==> config.mk <==
export PLATFORM = sky130hd
export DESIGN_NAME = btn_conditioner
export DESIGN_NICKNAME = d
export VERILOG_FILES = /design/src/rtl/btn_pkg.sv /design/src/rtl/btn_debounce_ch.sv /design/src/rtl/btn_conditioner.sv
export SDC_FILE = /design/constraint.sdc
export NUM_CORES = 1
export LEC_CHECK = 0
export CELL_PAD_IN_SITES_DETAIL_PLACEMENT = 1
export CELL_PAD_IN_SITES_GLOBAL_PLACEMENT = 1
export CORE_MARGIN = 4
export CORE_UTILIZATION = 45
export DETAILED_ROUTE_END_ITERATION = 6
export GPL_TIMING_DRIVEN = 0
export PLACE_DENSITY_LB_ADDON = 0.12
export SLEW_MARGIN = 20
export SYNTH_ARGS = -nofsm -noshare
export SYNTH_HDL_FRONTEND = slang
export SYNTH_SLANG_ARGS = --single-unit
==> constraint.sdc <==
create_clock -name clk -period 4.08 [get_ports clk]
set_clock_uncertainty 0.2 [all_clocks]
set_input_delay 0.408 -clock clk [delete_from_list [all_inputs] [get_ports clk]]
set_output_delay 0.408 -clock clk [all_outputs]
set_load 0.05 [all_outputs]
==> src/rtl/btn_pkg.sv <==
// Shared constants for the calculator push-button front end.
package btn_pkg;

  localparam int NUM_BTNS = 5;

  // Bit positions within the button vectors.
  localparam int BTN_C = 0;
  localparam int BTN_L = 1;
  localparam int BTN_U = 2;
  localparam int BTN_R = 3;
  localparam int BTN_D = 4;

  // 10 ms of stability at 100 MHz.
  localparam int DEBOUNCE_DEFAULT = 1_000_000;

  typedef logic [NUM_BTNS-1:0] btn_vec_t;

endpackage

==> src/rtl/btn_debounce_ch.sv <==
// One button channel: two-flop synchronizer, stability counter, debounced
// level and a registered rising-edge pulse.
module btn_debounce_ch
  import btn_pkg::*;
#(
  parameter int DEBOUNCE_CYCLES = DEBOUNCE_DEFAULT
) (
  input  logic clk,
  input  logic rst,
  input  logic raw,
  output logic level,
  output logic pulse
);

  localparam int CNT_W = $clog2(DEBOUNCE_CYCLES);
  localparam logic [CNT_W-1:0] CNT_MAX = CNT_W'(DEBOUNCE_CYCLES - 1);

  if (DEBOUNCE_CYCLES < 2) begin : g_bad_param
    $error("btn_debounce_ch: DEBOUNCE_CYCLES must be >= 2");
  end

  logic             s1_reg;
  logic             s2_reg;
  logic [CNT_W-1:0] cnt_reg;
  logic [CNT_W-1:0] cnt_next;
  logic             lvl_reg;
  logic             lvl_next;
  logic             pulse_reg;
  logic             pulse_next;

  always_ff @(posedge clk or posedge rst) begin
    if (rst) begin
      s1_reg    <= 1'b0;
      s2_reg    <= 1'b0;
      cnt_reg   <= '0;
      lvl_reg   <= 1'b0;
      pulse_reg <= 1'b0;
    end else begin
      s1_reg    <= raw;
      s2_reg    <= s1_reg;
      cnt_reg   <= cnt_next;
      lvl_reg   <= lvl_next;
      pulse_reg <= pulse_next;
    end
  end

  // Any disagreement run shorter than DEBOUNCE_CYCLES is discarded by the
  // counter clearing as soon as s2 matches the accepted level again.
  always_comb begin
    cnt_next = '0;
    lvl_next = lvl_reg;
    if (s2_reg != lvl_reg) begin
      if (cnt_reg == CNT_MAX) begin
        lvl_next = s2_reg;
        cnt_next = '0;
      end else begin
        cnt_next = cnt_reg + 1'b1;
      end
    end
    pulse_next = lvl_next & ~lvl_reg;
  end

  assign level = lvl_reg;
  assign pulse = pulse_reg;

endmodule

==> src/rtl/btn_conditioner.sv <==
// Five independent debounce channels producing clean levels and press pulses
// for the calculator top level.
module btn_conditioner
  import btn_pkg::*;
#(
  parameter int DEBOUNCE_CYCLES = DEBOUNCE_DEFAULT
) (
  input  logic                clk,
  input  logic                rst,
  input  logic [NUM_BTNS-1:0] btn_raw,
  output logic [NUM_BTNS-1:0] btn_level,
  output logic [NUM_BTNS-1:0] btn_pulse
);

  for (genvar gi = 0; gi < NUM_BTNS; gi++) begin : g_ch
    btn_debounce_ch #(
      .DEBOUNCE_CYCLES(DEBOUNCE_CYCLES)
    ) u_ch (
      .clk  (clk),
      .rst  (rst),
      .raw  (btn_raw[gi]),
      .level(btn_level[gi]),
      .pulse(btn_pulse[gi])
    );
  end

endmodule
## Word level (Yosys, flattened, before mapping)

Index checks and enable logic that the tools add are counted.

- Register bits after elaboration: 120
- Input bits: 7
- Output and inout port bits: 10
- Logic and storage cells: 70

- $add $sub $neg: 5
- Equal/unequal tests: 10
- Mux-type cells: 20
- Bitwise operators: 10

Operators with widths:

| cell | count |
|---|---|
| $mux 20 | 10 |
| $add 20x1->20 const B | 5 |
| $eq 20x20->1 const B | 5 |
| $mux 1 | 10 |
| $and 1x1->1 | 5 |
| $ne 1x1->1 | 5 |
| $not 1->1 | 5 |

## Depth between registers and ports, before layout

Gate-level depths: netlist of the first run.

- Depth after elaboration: 4
- Gate-level depth with buffers: 6
- Gate-level depth less buffers: 5

## Modules after synthesis

A second synthesis of the first run with hierarchy kept.

- Cells, all modules: 540
- Area total of the unflattened synthesis: 5943.2 sq um

Modules (own cells, without submodules):

| module | times used | cells each | area an instance (sq um) | seq. area each (sq um) |
|---|---|---|---|---|
| btn_debounce_ch | 5 | 108 | 1188.6 | 600.6 |

## Worst setup path before layout of the first run

No wires, ideal clock.

- Path type: reg2reg
- From: register g_ch[3].u_ch.cnt_reg[0]
- To: register g_ch[3].u_ch.cnt_reg[18]
- Setup time: 0.078 ns
- Arrival time: 1.837 ns
- Required time: 3.802 ns
- Path slack: 1.965 ns
- Stages on the path, launching flop included: 6
- Buffers on the path: 0
- Period minus slack after synthesis: 2.115 ns
- Cell sequence: dfrtp_1 -> ha_1 -> nand2_1 -> or4_4 -> or4_1 -> a21oi_1

- Word-level cells in the longest chain between the ends: 3
- Elaborated cells between the ends (all ways): 4
- Those cells by class: add/sub (1); eq/ne (1); mux (2)

Ends and longest elaborated chain:

| what | RTL line | RTL |
|---|---|---|
| start, declared | btn_debounce_ch.sv:24 | `logic [CNT_W-1:0] cnt_reg;` |
| start signal, assigned | btn_debounce_ch.sv:41 | `cnt_reg <= cnt_next;` |
| $add 20x1->20 or $eq 20x20->1 (tied branches) | btn_debounce_ch.sv:57, btn_debounce_ch.sv:53 |  |
| $mux 20 (*) | btn_debounce_ch.sv:53 | `if (cnt_reg == CNT_MAX) begin` |
| $mux 20 (*) | btn_debounce_ch.sv:52 | `if (s2_reg != lvl_reg) begin` |
| via g_ch[3].u_ch.cnt_next[18] | btn_debounce_ch.sv:25 | `logic [CNT_W-1:0] cnt_next;` |

Mark *: on every way through the listed nets, which the timed path passes. The rest lies on a longest branch.

## Final worst setup path of the first run

- From: register g_ch[0].u_ch.cnt_reg[0]
- To: register g_ch[0].u_ch.cnt_reg[10]

- Word-level cells in the longest chain between the ends: 3
- Elaborated cells between the ends (all ways): 4
- Those cells by class: add/sub (1); eq/ne (1); mux (2)

Ends and longest elaborated chain:

| what | RTL line |
|---|---|
| start, declared | btn_debounce_ch.sv:24 |
| start signal, assigned | btn_debounce_ch.sv:41 |
| $add 20x1->20 or $eq 20x20->1 (tied branches) | btn_debounce_ch.sv:57, btn_debounce_ch.sv:53 |
| $mux 20 (*) | btn_debounce_ch.sv:53 |
| $mux 20 (*) | btn_debounce_ch.sv:52 |
| via g_ch[0].u_ch.cnt_next[10] | btn_debounce_ch.sv:25 |

Marked as above.

==> impl_metrics.tcl, run 1 <==
set metrics [dict create \
    netlist_instances 576 \
    grt_pass1_wl_um 22900 \
    synth_top_area_share_pct 52.4 \
    synth_top_family_by_area "simple AND/OR/NAND/NOR gates" \
    tritoncts "built" \
    synth_xor_area_share_pct 10.7 \
    nNetsFinal 624 \
    synthMuxAreaShare_pct 0.983 \
    worstHoldPathType "flip-flop to flip-flop" \
    post_drt_wl_per_cell_um 16.5 \
    die_h_um 121 \
    synth-simple-area-share_pct 25.9 \
    synth.distinct_cells 33 \
    cts-buffers-inserted 17 \
    preCtsSetupSlack_ns 1.62 \
    ys_top_cells_by_area "dfrtp_1 (52%), xnor2_1 (6.7%), nor2_1 (5.8%)" \
    whs_ns 0.148 \
    syn2layout_area_growth_pct 18.2 \
    vias 4390 \
    clk_pin_slew_ns 0.06 \
    n_antenna_cell 0 \
    die_x_um 121 \
    n_fill_cell 1379 \
    path_max_fanout 10 \
    cp-end-kind "flip-flop" \
    synth_edf_count 0 \
    cts_setup_buffers 0 \
    ir_drop_mv 0.281 \
    synthFlopType "dfrtp_1" \
    largest_reg_flops 100 \
    worst_path_largest_cell_delay_ns 0.48 \
    tightest_slew_ns 0.615 \
    core_mm2 0.0122 \
    ys_ff_latch 120 \
    grt_use_total_pct 19.6 \
    via_per_inst 5.54 \
    syn_nets 588 \
    wirelength_um 13100 \
    hold_viol_final 0 \
    setup_tns_ns 0 \
    ys_warn_count 0 \
    root_buffer "clkbuf_16" \
    synth_top_area_cell "dfrtp_1" \
    first_iter_violations 238 \
    boundaryPins 17 \
    synth_area_mm2 0.00573 \
    synthAdderAreaFrac_pct 1.09 \
    cp-start-kind "flip-flop" \
    rows 40 \
    crit_type "flip-flop to flip-flop" \
    min_path_cells 0 \
    fp.dieArea_mm2 0.0146 \
    antenna_found_initial 0 \
    cp_cell_sequence "ha_1, nand2_1, or3_1, o31ai_1, clkbuf_1, nor2_1" \
    power_leakage_nw 2.72 \
    grt_max_degree 67 \
    drcViolationCount 0 \
    start_util_pct 46.9 \
    synth_compound_area_share_pct 5.57 \
    fmax_mhz 395 \
    ant_nets 0 \
    ctsHoldBuffers 0 \
    fin_crit_ns 2.53 \
    async_flop_share_pct 100 \
    p_per_area_mw_per_mm2 430 \
    numPortBuffers 16 \
    cts_resized 0 \
    cp.arrival_ns 2.61 \
    overflow 0 \
    timing.final.crit_share_pct 62.0 \
    maxCapViolCount 0 \
    ctsHtreeMaxLevel 4 \
    gp_routability_congestion 0.825 \
    syn_avg_cell_area_um2 9.95 \
    drive_gt1_share_pct 9.12 \
    yosysSeqAreaShare_pct 52.4 \
    crit_required_ns 4.16 \
    finalSetupViolCount 0 \
    slew_headroom_pct 59.0 \
    rsz0062_at_grt "false" \
    worst_slack_ns 1.55 \
    place_hpwl_um 8820 \
    slowest_stage "clkbuf_1" \
    drv_slew 0 \
    status "completed" \
    reg2reg_depth 6 \
    cts_buffer_depth 2 \
    clk_latency_ns 0.42 \
    firstDrtPassIters 4 \
    cts.sinks 120 \
    grt_pass1_vias 4724 \
]
routing by layer:
metal  vias up  part of all wire, %  track usage, %
met4         0                  1.2            6.37
met1      2227                   46            24.4
met2        42                   50            33.3
met3        19                  2.5            5.00
li1       2102                    -               -
met5         -                    0               0
placed cells by master (no fill, tap or decap), types with 2 or more instances in the layout:
cell / netlist / routed
dfrtp_1: 120 / 120
nor2_1: 88 / 88
xnor2_1: 44 / 44
nand2_1: 32 / 32
nand4_1: 29 / 29
nand3_1: 29 / 29
xor2_1: 26 / 26
a21oi_1: 25 / 25
nor3_1: 21 / 21
nor4_1: 19 / 19
inv_1: 18 / 17
clkbuf_16: 0 / 17
o21ai_0: 16 / 16
clkdlybuf4s50_1: 0 / 16
or3_1: 15 / 15
and3_1: 12 / 12
buf_4: 11 / 11
o31ai_1: 10 / 10
clkbuf_1: 10 / 10
or4_1: 8 / 8
nand4b_1: 7 / 7
mux2_2: 5 / 5
ha_1: 5 / 5
and4_1: 4 / 4
and2_1: 4 / 4
nor4b_1: 4 / 4
clkinv_2: 0 / 4
bufinv_16: 0 / 4
nand2b_1: 3 / 3
and3b_1: 3 / 3
clkbuf_8: 0 / 3
a31o_2: 2 / 2
clkinv_4: 0 / 2
clkinvlp_4: 0 / 2
final timing paths:
kind	from	to	slack (ns)
setup / recovery	g_ch[0].u_ch.cnt_reg[0]	g_ch[0].u_ch.cnt_reg[10]	1.55
hold / removal	g_ch[3].u_ch.s1_reg	g_ch[3].u_ch.s2_reg	0.15
setup reg to reg	g_ch[0].u_ch.cnt_reg[0]	g_ch[0].u_ch.cnt_reg[10]	1.55
hold reg to reg	g_ch[3].u_ch.s1_reg	g_ch[3].u_ch.s2_reg	0.15
max in group asynchronous	rst	g_ch[0].u_ch.cnt_reg[19]	2.74
min in group asynchronous	rst	g_ch[4].u_ch.level	0.24
cell usage after synthesis, types with 8 or more instances:
library cell  instances
nand2_1              32
xor2_1               26
and3_1               12
nor2_1               88
nor4_1               19
or4_1                 8
nand4_1              29
clkbuf_1             10
a21oi_1              25
buf_4                11
nand3_1              29
dfrtp_1             120
inv_1                18
or3_1                15
nor3_1               21
xnor2_1              44
o31ai_1              10
o21ai_0              16
worst max-delay path, delay by kind of cell, from the launching register on:
family,cells,cell delay (ns)
AOI/OAI and AO/OA,1,0.31
adders and majority gates,1,0.26
buffers and inverters,1,0.48
DFF,1,0.38
and+or+nand+nor,3,0.75
kinds of logic after synthesis:
kind of cell / count (synthesis)
flip-flops: 120
XOR/XNOR: 70
adder cells (fa/ha/maj): 5
AND/OR/NAND/NOR: 282
buffers and inverters: 40
AO/OA/AOI/OAI: 54
multiplexers: 5
cell type report:
cell class	count	area (um^2)	area share, %
plain buffers	22	125	1.85
repair buffers	17	188	2.77
flip-flops and latches	120	3000	44.3
well taps	168	210	3.10
inverters	18	72.6	1.07
clock buffers	20	467	6.89
multi-input cells	416	2530	37.4
clock inverters	12	173	2.55
report_power, final:
group / internal, mW / switching, mW
sequential: 1.21 / 0.0151
clock: 1.07 / 0.541
combinational: 0.0244 / 0.0566
stage by stage:
| stage | power [mW] | cells | utilization [%] | cell area, um^2 |
|---|---|---|---|---|
| after global routing | 3.02 | 793 | 55.5 | 6770 |
| after global placement | 1.32 | 760 | 49.9 | 6100 |
| after CTS | 2.94 | 793 | 55.5 | 6770 |
| after floorplan | 1.29 | 576 | - | 5730 |
| final | 2.91 | 793 | 55.5 | 6770 |
| after detailed placement | 1.33 | 761 | 50.2 | 6130 |
Note: power is estimated with default switching activity, not from simulation.
==> inputs of run 2 (changes only) <==
- CORE_UTILIZATION: 45 -> 44
- clock period: 4.08 -> 2.3 ns (I/O delays scaled with it)
==> run 2 against run 1 <==
Power grew 72%. Final cell count up 1.5%. Flip-flop and latch count stayed put. Critical path type is now flip-flop to primary output.
==> impl_metrics.tcl, run 2 (same netlist as run 1, synthesis figures left out) <==
set metrics [dict create \
    status "completed" \
    n_fill_cell 1420 \
    p_per_area_mw_per_mm2 728 \
    slew_headroom_pct 66.6 \
    combPwrFrac_pct 3.3 \
    rrSetupSlack_ns 0.14 \
    cp_cell_sequence "buf_4, clkdlybuf4s50_1" \
    holdPathEnd "g_ch[4].u_ch.s1_reg" \
    r2r_start "g_ch[3].u_ch.cnt_reg[7]" \
    maxCapViolCount 0 \
    grtUsageMet1_pct 25.2 \
    cts.sinks 120 \
    crit_type "flip-flop to primary output" \
    min_path_cells 1 \
    grt_use_met3_pct 4.18 \
    die_h_um 122 \
    power_leakage_nw 2.78 \
    numPortBuffers 16 \
    preCtsSetupSlack_ns -0.183 \
    core_mm2 0.0127 \
    cts_buffer_depth 2 \
    ant_nets 0 \
    tightest_slew_ns 0.499 \
    grt_pass1_wl_um 23000 \
    finalSetupViolCount 0 \
    hold_viol_final 0 \
    grt_pass1_vias 4847 \
    final_util_pct 54.3 \
    final_common_cell "dfrtp_1" \
    drv_slew 0 \
    mostFrequentLayoutCells "dfrtp_1 (119), nor2_1 (88), xnor2_1 (44)" \
    drive_gt1_share_pct 12.0 \
    path_max_fanout 4 \
    met2_usage_pct 31.3 \
    root_buffer "clkbuf_16" \
    rows 41 \
    fp.dieArea_mm2 0.0149 \
    ir_drop_mv 0.487 \
    nNetsFinal 632 \
    p_seq_share_pct 43.3 \
    gp_routability_congestion 0.779 \
    worstHoldPathType "primary input to flip-flop" \
    reg2reg_depth 5 \
    timing.final.crit_share_pct 94.4 \
    crit_required_ns 1.87 \
    drcViolationCount 0 \
    worst_slack_ns 0.130 \
    cp.arrival_ns 1.74 \
    cp-start-kind "flip-flop" \
    whs_ns 0.0534 \
    grt.busiest_layer "met2" \
    tritoncts "built" \
    syn2layout_area_growth_pct 20.2 \
    boundaryPins 17 \
    via_per_inst 5.49 \
    intPower_mw 3.97 \
    finalPower_mw 5.01 \
    r2r_end "g_ch[3].u_ch.cnt_reg[19]" \
    startpoint "g_ch[0].u_ch.level" \
    first_iter_violations 230 \
    cp-end-kind "primary output" \
    slowest_stage "clkdlybuf4s50_1" \
    sw_frac_of_total_pct 20.8 \
    grt_use_total_pct 19.4 \
    hold_path.startpoint "btn_raw[4]" \
    die_x_um 122 \
    clk_latency_ns 0.41 \
    wirelength_um 13000 \
    antenna_found_initial 0 \
    firstDrtPassIters 4 \
    fmax_mhz 461 \
    vias 4417 \
    cts-buffers-inserted 17 \
    start_util_pct 45.2 \
    fin_crit_ns 2.17 \
    grt_max_degree 34 \
    post_drt_wl_per_cell_um 16.2 \
    worst_path_largest_cell_delay_ns 0.79 \
    overflow 0 \
    switchingPower_mw 1.04 \
    clk_pin_slew_ns 0.05 \
    largest_reg_flops 100 \
    n_antenna_cell 0 \
    place_hpwl_um 8790 \
    setup_tns_ns 0 \
    ctsHtreeMaxLevel 4 \
    clkPwrFrac_pct 53.3 \
]
[run 2: worst max-delay path by stage]
stage | end | slack, ns | cells after the start
after floorplan | g_ch[3].u_ch.cnt_reg[18] | 0.18 | 5
after detailed placement | g_ch[0].u_ch.cnt_reg[13] | -0.18 | 6
after global placement | g_ch[0].u_ch.cnt_reg[18] | -0.77 | 2
after global routing | g_ch[1].u_ch.cnt_reg[0] | -0.007 | 6
after CTS | g_ch[3].u_ch.cnt_reg[18] | 0.01 | 5
final | btn_level[0] | 0.13 | 2
[run 2: per-layer routing]
metal	part of all wire, %	vias to the layer above
met3	2.5	19
met2	50	61
met5	0	-
met4	2.1	0
met1	46	2226
li1	-	2111
[run 2: power groups by stage]
stage / combinational [mW] / sequential (mW) / clock [mW]
finish: 0.167 / 2.17 / 2.67
global route: 0.193 / 2.18 / 2.83
global placement: 0.136 / 2.20 / 0
floorplan: 0.0956 / 2.20 / 0
detailed placement: 0.159 / 2.21 / 0
CTS: 0.171 / 2.17 / 2.73
[run 2: repair_timing]
| action | 4_1_cts | 5_1_grt |
|---|---|---|
| hold buffers | 1 | 0 |
| resized for setup | 7 | 16 |
| setup endpoints to repair | 32 | 72 |
| gates cloned | 0 | 0 |
| endpoints found under the hold margin | 10 | 0 |
| setup buffers | 2 | 2 |
| pin swaps | 1 | 2 |
[run 2: through the flow]
step,std cells,instance area (um^2)
6_report,805,6890
5_1_grt,805,6890
4_1_cts,803,6850
3_5_place_dp,768,6200
3_3_place_gp,764,6110
2_1_floorplan,576,5730
[run 2: final cells by class]
cell class	count	area, um^2	area share, %
buffer	22	140	2.04
inverter	18	71.3	1.04
clock inverter	7	88.8	1.29
multi-input combinational	416	2560	37.2
sequential	120	3000	43.6
tap	172	215	3.13
timing repair buffer	25	288	4.18
clock buffer	25	515	7.49
[run 2: critical path: cells and delay by family (launching register included)]
family / cells / cell delay, ns
buf+inv: 2 / 0.92
flops: 1 / 0.41
